[src/rtl/bmu_result_collector.sv]
// bmu_result_collector
// Response-side companion of the Bit Manipulation Unit. Every op issued to the
// BMU is tracked through a LATENCY-deep {valid,tag} pipe; when the op reaches
// the end of the pipe, the BMU's registered result and error are captured with
// the tag into a DEPTH-entry FIFO, which drains in issue order to writeback.
// Issue credit counts FIFO entries plus ops still in flight, so a capture can
// never find the FIFO full.
//
// Optional feature: define BMU_RC_ERRCNT_EN to add the err_count port, a
// saturating 16-bit count of captured ops that carried bmu_error=1.
//
// Handshakes: issue side transfers when issue_valid & issue_ready at posedge;
// output side transfers (pops) when out_valid & out_ready at posedge. While
// out_valid is high and out_ready low, out_data/out_error/out_tag hold steady.
module bmu_result_collector #(
    parameter int LATENCY = 1,
    parameter int DEPTH   = 4,
    parameter int TAG_W   = 4
) (
    input  logic                   clk,
    input  logic                   rst,
    input  logic                   issue_valid,
    input  logic [TAG_W-1:0]       issue_tag,
    output logic                   issue_ready,
    input  logic [31:0]            bmu_result_ff,
    input  logic                   bmu_error,
    output logic                   out_valid,
    input  logic                   out_ready,
    output logic [31:0]            out_data,
    output logic                   out_error,
    output logic [TAG_W-1:0]       out_tag,
    output logic [$clog2(DEPTH):0] occupancy,
    output logic                   overflow
`ifdef BMU_RC_ERRCNT_EN
    ,
    output logic [15:0]            err_count
`endif
);

    localparam int PTR_W = $clog2(DEPTH);
    localparam int CNT_W = PTR_W + 1;

    // Tracking pipe: one {valid,tag} per cycle of BMU latency.
    logic [LATENCY-1:0] pipe_valid;
    logic [TAG_W-1:0]   pipe_tag [LATENCY];

    // FIFO storage and pointers.
    logic [31:0]      mem_data  [DEPTH];
    logic             mem_error [DEPTH];
    logic [TAG_W-1:0] mem_tag   [DEPTH];
    logic [PTR_W-1:0] wr_ptr;
    logic [PTR_W-1:0] rd_ptr;

    logic        push;
    logic        pop;
    logic [31:0] inflight;
    logic [31:0] credit_sum;

    // Capture happens when the op issued LATENCY cycles ago reaches the pipe end.
    assign push = pipe_valid[LATENCY-1];
    assign pop  = out_valid & out_ready;

    // Pipe valid bits: stage 0 takes only accepted issues, later stages shift.
    always_ff @(posedge clk) begin
        if (rst) begin
            pipe_valid <= '0;
        end else begin
            pipe_valid[0] <= issue_valid & issue_ready;
            for (int i = 1; i < LATENCY; i++) begin
                pipe_valid[i] <= pipe_valid[i-1];
            end
        end
    end

    // Pipe tags travel alongside the valid bits; qualified by them, so no reset.
    always_ff @(posedge clk) begin
        pipe_tag[0] <= issue_tag;
        for (int i = 1; i < LATENCY; i++) begin
            pipe_tag[i] <= pipe_tag[i-1];
        end
    end

    // Credit: FIFO entries plus in-flight ops must stay below DEPTH. A pop in
    // this cycle is deliberately ignored; the freed slot shows next cycle.
    always_comb begin
        inflight = '0;
        for (int i = 0; i < LATENCY; i++) begin
            inflight = inflight + 32'(pipe_valid[i]);
        end
        credit_sum  = 32'(occupancy) + inflight;
        issue_ready = credit_sum < 32'(DEPTH);
    end

    // FIFO write port: the BMU result is valid exactly when the pipe end is.
    always_ff @(posedge clk) begin
        if (push) begin
            mem_data[wr_ptr]  <= bmu_result_ff;
            mem_error[wr_ptr] <= bmu_error;
            mem_tag[wr_ptr]   <= pipe_tag[LATENCY-1];
        end
    end

    // FIFO pointers and occupancy; simultaneous push and pop leave occupancy alone.
    always_ff @(posedge clk) begin
        if (rst) begin
            wr_ptr    <= '0;
            rd_ptr    <= '0;
            occupancy <= '0;
        end else begin
            if (push) wr_ptr <= wr_ptr + PTR_W'(1);
            if (pop)  rd_ptr <= rd_ptr + PTR_W'(1);
            case ({push, pop})
                2'b10:   occupancy <= occupancy + CNT_W'(1);
                2'b01:   occupancy <= occupancy - CNT_W'(1);
                default: occupancy <= occupancy;
            endcase
        end
    end

    // Sticky flag for an issuer that ignored the credit signal.
    always_ff @(posedge clk) begin
        if (rst) begin
            overflow <= 1'b0;
        end else if (issue_valid && !issue_ready) begin
            overflow <= 1'b1;
        end
    end

    // Head of FIFO; forced to zero while empty so reset presents clean outputs.
    always_comb begin
        out_valid = (occupancy != '0);
        out_data  = out_valid ? mem_data[rd_ptr]  : 32'd0;
        out_error = out_valid ? mem_error[rd_ptr] : 1'b0;
        out_tag   = out_valid ? mem_tag[rd_ptr]   : '0;
    end

`ifdef BMU_RC_ERRCNT_EN
    // Saturating count of captured ops that reported a BMU error.
    always_ff @(posedge clk) begin
        if (rst) begin
            err_count <= 16'd0;
        end else if (push && bmu_error && (err_count != 16'hFFFF)) begin
            err_count <= err_count + 16'd1;
        end
    end
`endif

    // The credit rule must make a push into a full FIFO unreachable.
    assert property (@(posedge clk) disable iff (rst)
                     !(push && (occupancy == CNT_W'(DEPTH))))
        else $error("bmu_result_collector: push into full FIFO");

endmodule

[config.mk]
export PLATFORM = sky130hd
export DESIGN_NAME = bmu_result_collector
export DESIGN_NICKNAME = d
export VERILOG_FILES = /design/src/rtl/bmu_result_collector.sv
export SDC_FILE = /design/constraint.sdc
export NUM_CORES = 1
export LEC_CHECK = 0
export ABC_AREA = 1
export CORE_MARGIN = 4
export CORE_UTILIZATION = 59
export DETAILED_ROUTE_END_ITERATION = 8
export GPL_ROUTABILITY_DRIVEN = 0
export PLACE_DENSITY = 0.85
export SLEW_MARGIN = 20
export SYNTH_ARGS = -nofsm -noshare
export SYNTH_HDL_FRONTEND = slang
export SYNTH_SLANG_ARGS = --single-unit
[constraint.sdc]
create_clock -name clk -period 2.7 [get_ports clk]
set_input_delay 0.405 -clock clk [delete_from_list [all_inputs] [get_ports clk]]
set_output_delay 0.405 -clock clk [all_outputs]
set_load 0.01 [all_outputs]
# After elaboration in Yosys (flattened, before gate mapping)
# Memories as Yosys holds them, arrays and structs flattened. A register that Yosys moved wholly into a read port is not among the register bits.
# Index checks and enable logic that the tools add are counted.
dict set report op_classes {
  n_eq_ne 2
  bitwise_logic 2
  muxes 12
  n_reduce_logical 4
  add_sub_neg 5
  order_cmp 1
}
# op count
set ops {}
lappend ops {{2-to-1 mux 32 bit} 1}
lappend ops {{2-to-1 mux 2 bit} 6}
lappend ops {{case mux 3 bit (2 select lines)} 1}
lappend ops {{adder 2 x 1 -> 2 bit (second input constant)} 2}
lappend ops {{adder 3 x 1 -> 4 bit} 1}
lappend ops {{< comparator 4 x 3 -> 1 bit (second input constant)} 1}
lappend ops {{2-to-1 mux 4 bit} 1}
lappend ops {{adder 3 x 1 -> 3 bit (second input constant)} 1}
lappend ops {{2-to-1 mux 1 bit} 3}
lappend ops {{nonzero test 3 bit} 1}
lappend ops {{subtractor 3 x 1 -> 3 bit (second input constant)} 1}
lappend ops {{AND 1 bit} 2}
lappend ops {{equality test 2 x 1 -> 1 bit (second input constant)} 1}
lappend ops {{equality test 2 bit (second input constant)} 1}
lappend ops {{nonzero test 2 bit} 1}
lappend ops {{logical AND 1 bit} 1}
lappend ops {{logical NOT 1 bit} 1}
dict set report totals {
  word_cells 35
  output_inout_bits 43
  ramBits 152
  mem_count 4
  reg_bits 9
  inputBits 41
}
# name depth width rd rd_clocked_by_memory_dff wr line_no
set memory_table {}
lappend memory_table {mem_data 4 32 1 1 1 48} ;# logic [31:0] mem_data [DEPTH];
lappend memory_table {mem_tag 4 4 1 1 1 50} ;# logic [TAG_W-1:0] mem_tag [DEPTH];
lappend memory_table {mem_error 4 1 1 1 1 49} ;# logic mem_error [DEPTH];
lappend memory_table {pipe_tag 1 4 1 0 1 45} ;# logic [TAG_W-1:0] pipe_tag [LATENCY];

# Logic depth before layout (Yosys ltp)
# Gate-level depths: netlist of run 1.
dict set report depth {
  word_depth 4
  ltp_mapped 13
  depth_no_buf 13
}

# Least setup slack after synthesis of run 1
# Ideal clock, no wire load.
dict set report synth_timing {
  kind {register to register}
  from {reg occupancy[1]}
  to {reg occupancy[2]}
  period_less_slack_ps 1795
  stages_incl_launch_ff 14
  setup_slack_ps 905
  setup_ps 113
  arrival_ps 1682
  n_path_buf 0
  required_time_ps 2587
  cell_sequence {dfxtp_1 > inv_1 > nand2_1 > nand2_1 > inv_1 > ha_1 > inv_1 > fa_1 > inv_1 > nand2_1 > nand3_1 > nand2_1 > nand2_1 > nor2_1}
}
dict set report synth_between {
  elab_chain_len 4
  elab_cells_between_ends 8
  cone_classes {add/sub (2); eq/ne (2); mux (1); bitwise (1); reduce/logical (2)}
}
# element line_no
set synth_lines {}
lappend synth_lines {{from (decl)} 32} ;# output logic [$clog2(DEPTH):0] occupancy,
lappend synth_lines {{from (signal assigned)} 113} ;# 2'b10: occupancy <= occupancy + CNT_W'(1);
lappend synth_lines {{from (signal assigned)} 114} ;# 2'b01: occupancy <= occupancy - CNT_W'(1);
lappend synth_lines {{from (signal assigned)} 115} ;# default: occupancy <= occupancy;
lappend synth_lines {{nonzero test 3 bit *} 131} ;# out_valid = (occupancy != '0);
lappend synth_lines {{named net out_valid} 27} ;# output logic out_valid,
lappend synth_lines {{AND 1 bit *} 61} ;# assign pop = out_valid & out_ready;
lappend synth_lines {{named net pop} 55} ;# logic pop;
lappend synth_lines {{equality test 2 x 1 -> 1 bit or equality test 2 bit (tied branches)} 112} ;# case ({push, pop})
lappend synth_lines {{case mux 3 bit (2 select lines) or nonzero test 2 bit (tied branches)} --}
# Mark *: on every way through the listed nets, which the timed path passes. The rest lies on a longest branch.
# A chain may end at the register's enable or synchronous reset.

==> results.cfg, run 1 <==
[timing]
fmax_mhz = 381
slew_viol_final = 0
finalCriticalPeriod_ns = 2.63
holdWs_ns = 0.326
worstMarginPinSlew_ns = 0.537
relSlewSlack = 0.641
clock_skew_ns = 0.00631
grt_setup_unrepaired = false
worst_slack_ns = 0.0736
finalCritPeriodShare = 0.973
final.setup.tns_ns = 0
finalSetupViolCount = 0
finalHoldViolations = 0

[power]
comb_power_share = 0.322
power_frac_clock = 0.287
p_leak_nw = 2.80
pwr-share-seq = 0.392
power_density_nw_per_um2 = 971
p_int_mw = 5.26
switching_share = 0.315
p_switching_mw = 2.42
irDropWorstVdd_uv = 778

[critical_path]
critical_path_class = reg -> out
arrival_ns = 2.22
critPathLaunchType = register
end_kind = primary output
cp.required_ns = 2.30
worst-path-max-fanout = 12

[synth]
yosys_warnings = 0
synth-seq-cells = 163
ys_seq_area_frac = 0.748
synth_cells = 514
synthTopCellsByArea = edfxtp_1 70%, nor2_1 9.2%, dfxtp_1 4.7%, a21oi_1 3.3%, o21ai_1 3.2%
syn_area_um2 = 6350
synth_area_leader_cell = edfxtp_1
syn_nets = 561
syn_avg_cell_area_um2 = 12.3
synth_top_cell_area_share = 0.700
synthDistinctLibCells = 18

[die]
die_w_um = 112
ioPinCount = 84
core_um2 = 10400
num_rows = 37
dieArea_um2 = 12500
start_util = 0.609
die_h_um = 112

[placed_design]
port_buffers = 83
dp_hpwl_mm = 7.99
place_inst = 720
post-place-ws_ns = 0.339

[routing]
wl_mm = 13.3
drc = 0
drt_iter0_drc = 360
via_count = 4189
routed_via_density = 5.55
dr.pass1.iters = 5
wl_per_cell_um = 17.7
ant_nets = 0

[cts]
numCtsBuffers = 17
clkSinkCount = 163
cts_tree = yes
ctsHoldBuffers = 0
htree_levels = 4
clk_latency_ns = 0.52
clk_pin_slew_ns = 0.06
ctsRootBufferMaster = clkbuf_8
clockBufferDepth = 2

[layout]
regArea_um2 = 4750
fillers = 642
final_common_cell = nor2_1
final_cell_mix = 155 x nor2_1, 148 x edfxtp_1, 82 x clkdlybuf4s50_1
fin_cells = 755
n_antenna_cell = 0
nets = 653
post-route-util = 0.759
area_delta_synth_final_pct = 24.5
final_layout_size_suffix_gt1_frac = 0.0953
multiInputGateArea_um2 = 1360

[grt]
grt_util_all_layers = 0.221
grt_pass1_wl_mm = 21.3
grt_remaining_overflow = 0
grt_pass1_vias = 4242
antenna_found_initial = 0
grt_max_degree = 51

[hold_path]
hp-class = in -> reg

[outcome]
status = completed

[flow_run]
cap_violations = 0
layer usage:
metal	vias to the layer above	wire, um	global-route usage
met5	-	0	0
met4	0	321	0.0843
met3	32	919	0.0598
met2	165	6870	0.381
met1	2008	5240	0.265
li1	1984	-	-
critical path, stage by stage, from the launching register on:
cell,delay [ns]
dfxtp_4,0.43
buf_4,0.22
nor2_1,0.06
nor2_1,0.08
o21ai_0,0.11
a21oi_1,0.21
clkdlybuf4s50_1,0.58
final cells by class:
class | instances | area share
well taps | 136 | 0.0215
clock buffers | 17 | 0.0524
flip-flops and latches | 163 | 0.601
repair buffers | 99 | 0.124
inverters | 21 | 0.0112
clock inverters | 15 | 0.0166
multi-input cells | 304 | 0.173
flip-flops by register name, indices dropped and copies added, names as in the netlist, named ones only:
signal,cells
pipe_valid,1
wr_ptr,2
mem_data,128
mem_error,4
rd_ptr,2
occupancy,3
mem_tag,16
overflow,1
pipe_tag,4
path summary, 6_finish.rpt:
| kind | from | endpoint | slack (ns) | depth (start not counted) |
|---|---|---|---|---|
| worst min register to register | overflow$_SDFFE_PP0P_ | overflow$_SDFFE_PP0P_ | 0.48 | 2 |
| worst max register to register | occupancy[1]$_SDFFE_PP0P_ | occupancy[2]$_SDFFE_PP0P_ | 0.78 | 12 |
| worst min-delay path | issue_tag[3] | pipe_tag[0][3]$_DFF_P_ | 0.33 | 1 |
| worst max-delay path | register | out_data[28] | 0.07 | 6 |
Yosys cell counts:
master      n
a21oi_1    42
buf_1       1
buf_2       8
buf_4       2
buf_6       6
clkbuf_1    5
clkbuf_2    4
dfxtp_1    15
edfxtp_1  148
fa_1        1
ha_1        5
inv_1      18
inv_2       3
nand2_1    18
nand3_1     4
nor2_1    155
o21ai_0    38
o21ai_1    41
logic make-up after synthesis:
| group | count (synthesis) | synth area share |
|---|---|---|
| flip-flops | 163 | 0.748 |
| adder cells (fa/ha/maj) | 6 | 0.0130 |
| AO/OA/AOI/OAI | 121 | 0.0954 |
| buffers and inverters | 47 | 0.0384 |
| AND/OR/NAND/NOR | 177 | 0.105 |
metrics by stage:
| step | total power [mW] | instance area (um^2) |
|---|---|---|
| finish | 7.67 | 7900 |
| global route | 8.06 | 7900 |
| CTS | 7.68 | 7880 |
| detailed placement | 5.44 | 7290 |
| global placement | 5.39 | 7290 |
| floorplan | 4.31 | 6350 |
what timing repair did:
action                     in CTS  in global routing
setup endpoints to repair      37                 30
buffers inserted                2                  1
gates resized for setup         8                  7
pin swaps                       0                  0
power groups by stage:
stage          clock (mW)  sequential (mW)  combinational (mW)
6_report             2.20             3.01                2.47
5_1_grt              2.36             3.02                2.69
4_1_cts              2.23             3.01                2.45
3_5_place_dp            0             3.06                2.38
3_3_place_gp            0             3.05                2.34
2_1_floorplan           0             3.02                1.28
No activity file was read; power rests on OpenSTA's default activity.
==> inputs of run 2 (changes only) <==
- SLEW_MARGIN: 20 -> 40
==> results of run 2 <==
No change in the layout: final DEF, timing and power equal those of run 1.
==> inputs of run 3 (changes only) <==
- MAX_ROUTING_LAYER: not set -> met4
==> results.cfg, run 3 (synthesis gave the netlist of run 1 again) <==
[layout]
final_cell_mix = 155 x nor2_1, 148 x edfxtp_1, 82 x clkdlybuf4s50_1
reg.largest.list = mem_data x128, mem_tag x16
fillers = 642
nets = 653
postLayoutCellArea_um2 = 7900
area_delta_synth_final_pct = 24.5
largest_reg_flops = 128
n_antenna_cell = 0
final_common_cell = nor2_1
largest-register = mem_data
final_layout_size_suffix_gt1_frac = 0.0953

[cts]
htree_levels = 4
clkSinkCount = 163
numCtsBuffers = 17
ctsRootBufferMaster = clkbuf_8
cts_tree = yes
clk_latency_ns = 0.53
clk_pin_slew_ns = 0.06
clockBufferDepth = 2

[power]
power_mw = 7.68
p_leak_nw = 2.80
irDropWorstVdd_uv = 781
power_density_nw_per_um2 = 971

[flow_run]
cap_violations = 0

[die]
core_um2 = 10400
die_h_um = 112
start_util = 0.609
ioPinCount = 84
dieArea_um2 = 12500
die_w_um = 112
num_rows = 37

[grt]
grt_pass1_wl_mm = 21.3
grt_pass1_vias = 4229
antenna_found_initial = 0
grt_remaining_overflow = 0
grt_max_degree = 51
grt_util_all_layers = 0.228

[placed_design]
port_buffers = 83
dp_hpwl_mm = 7.99
postPlaceCellArea_um2 = 7290

[timing]
finalCriticalPeriod_ns = 2.64
finalHoldViolations = 0
worstMarginPinSlew_ns = 0.527
fmax_mhz = 379
relSlewSlack = 0.648
finalCritPeriodShare = 0.977
slew_viol_final = 0
grt_setup_unrepaired = false
clock_skew_ns = 0.00636
finalSetupViolCount = 0
final.setup.tns_ns = 0

[hold_path]
hp-class = in -> reg

[routing]
wl_mm = 13.4
wl_per_cell_um = 17.7
drt_iter0_drc = 389
dr.pass1.iters = 5
ant_nets = 0
routed_via_density = 5.54
drc = 0
via_count = 4181

[critical_path]
critPathMaxStageDelay_ns = 0.58
path_buf_inv = 2
worst-path-max-fanout = 12
cp.required_ns = 2.30
endpoint = out_data[28]
arrival_ns = 2.23
rr_worst_depth = 12
end_kind = primary output
critPathLaunchType = register
critical_path_class = reg -> out
timing.rr.end = occupancy[2]$_SDFFE_PP0P_
rr_startpoint = occupancy[1]$_SDFFE_PP0P_
slowest_stage = clkdlybuf4s50_1
critPathTopFamily = buffers and inverters
timing.critical_path.mode_cell = nor2_1
reg2reg_setup_slack_ns = 0.79
worstSetupPathDepth = 6
crit_path_cell_trace = buf_4 -> nor2_1 -> nor2_1 -> o21ai_0 -> a21oi_1 -> clkdlybuf4s50_1

[outcome]
status = completed
[run 3: cell counts in the layout (fill, tap and decap cells not counted)]
Identical to the previous run, type by type.
[run 3: repair_timing]
item	in CTS	in global routing
endpoints found under the setup margin	37	30
resized for setup	8	7
hold buffers	0	0
hold endpoints to repair	0	0
setup buffers	2	1
[run 3: routing by layer]
metal | track usage | vias to the layer above | wire (um)
li1 | - | 1985 | -
met1 | 0.267 | 1992 | 5270
met2 | 0.381 | 176 | 6950
met3 | 0.0565 | 28 | 867
met4 | 0.0868 | 0 | 276
met5 | - | - | 0
[run 3: power breakdown]
part	internal (mW)	switching (mW)
Clock	1.23	0.968
Combinational	1.11	1.36
Sequential	2.91	0.0917
[run 3: worst min path at each step]
stage,from,endpoint,slack [ns],depth (start not counted)
after floorplan,issue_tag[0],pipe_tag[0][0]$_DFF_P_,0.43,0
after global placement,overflow$_SDFFE_PP0P_,overflow$_SDFFE_PP0P_,0.45,2
after detailed placement,overflow$_SDFFE_PP0P_,overflow$_SDFFE_PP0P_,0.46,2
after CTS,issue_tag[3],pipe_tag[0][3]$_DFF_P_,0.30,1
after global routing,issue_tag[3],pipe_tag[0][3]$_DFF_P_,0.30,1
final,issue_tag[3],pipe_tag[0][3]$_DFF_P_,0.33,1
[run 3: layout make-up]
type / instances / area, um^2 / area share
Clock buffer: 17 / 414 / 0.0524
Clock inverter: 15 / 131 / 0.0166
Inverter: 21 / 88.8 / 0.0112
Multi-Input combinational cell: 304 / 1360 / 0.173
Sequential cell: 163 / 4750 / 0.601
Tap cell: 136 / 170 / 0.0215
Timing Repair Buffer: 99 / 982 / 0.124
[run 3: worst register-to-register path: cells and delay by family (launching register included)]
kind / cells / cell delay, ns
adders and majority gates: 2 / 0.57
buffers and inverters: 3 / 0.26
DFF: 1 / 0.37
and+or+nand+nor: 7 / 0.65
[run 3: through the flow]
| stage | hold slack, ns | util | worst slack [ns] | std cells |
|---|---|---|---|---|
| 2_1_floorplan | 0.433 | - | 0.905 | 514 |
| 3_3_place_gp | 0.447 | 0.700 | 0.377 | 720 |
| 3_5_place_dp | 0.462 | 0.700 | 0.339 | 720 |
| 4_1_cts | 0.303 | 0.756 | 0.00922 | 754 |
| 5_1_grt | 0.298 | 0.759 | 0.00218 | 755 |
| 6_report | 0.325 | 0.759 | 0.0623 | 755 |
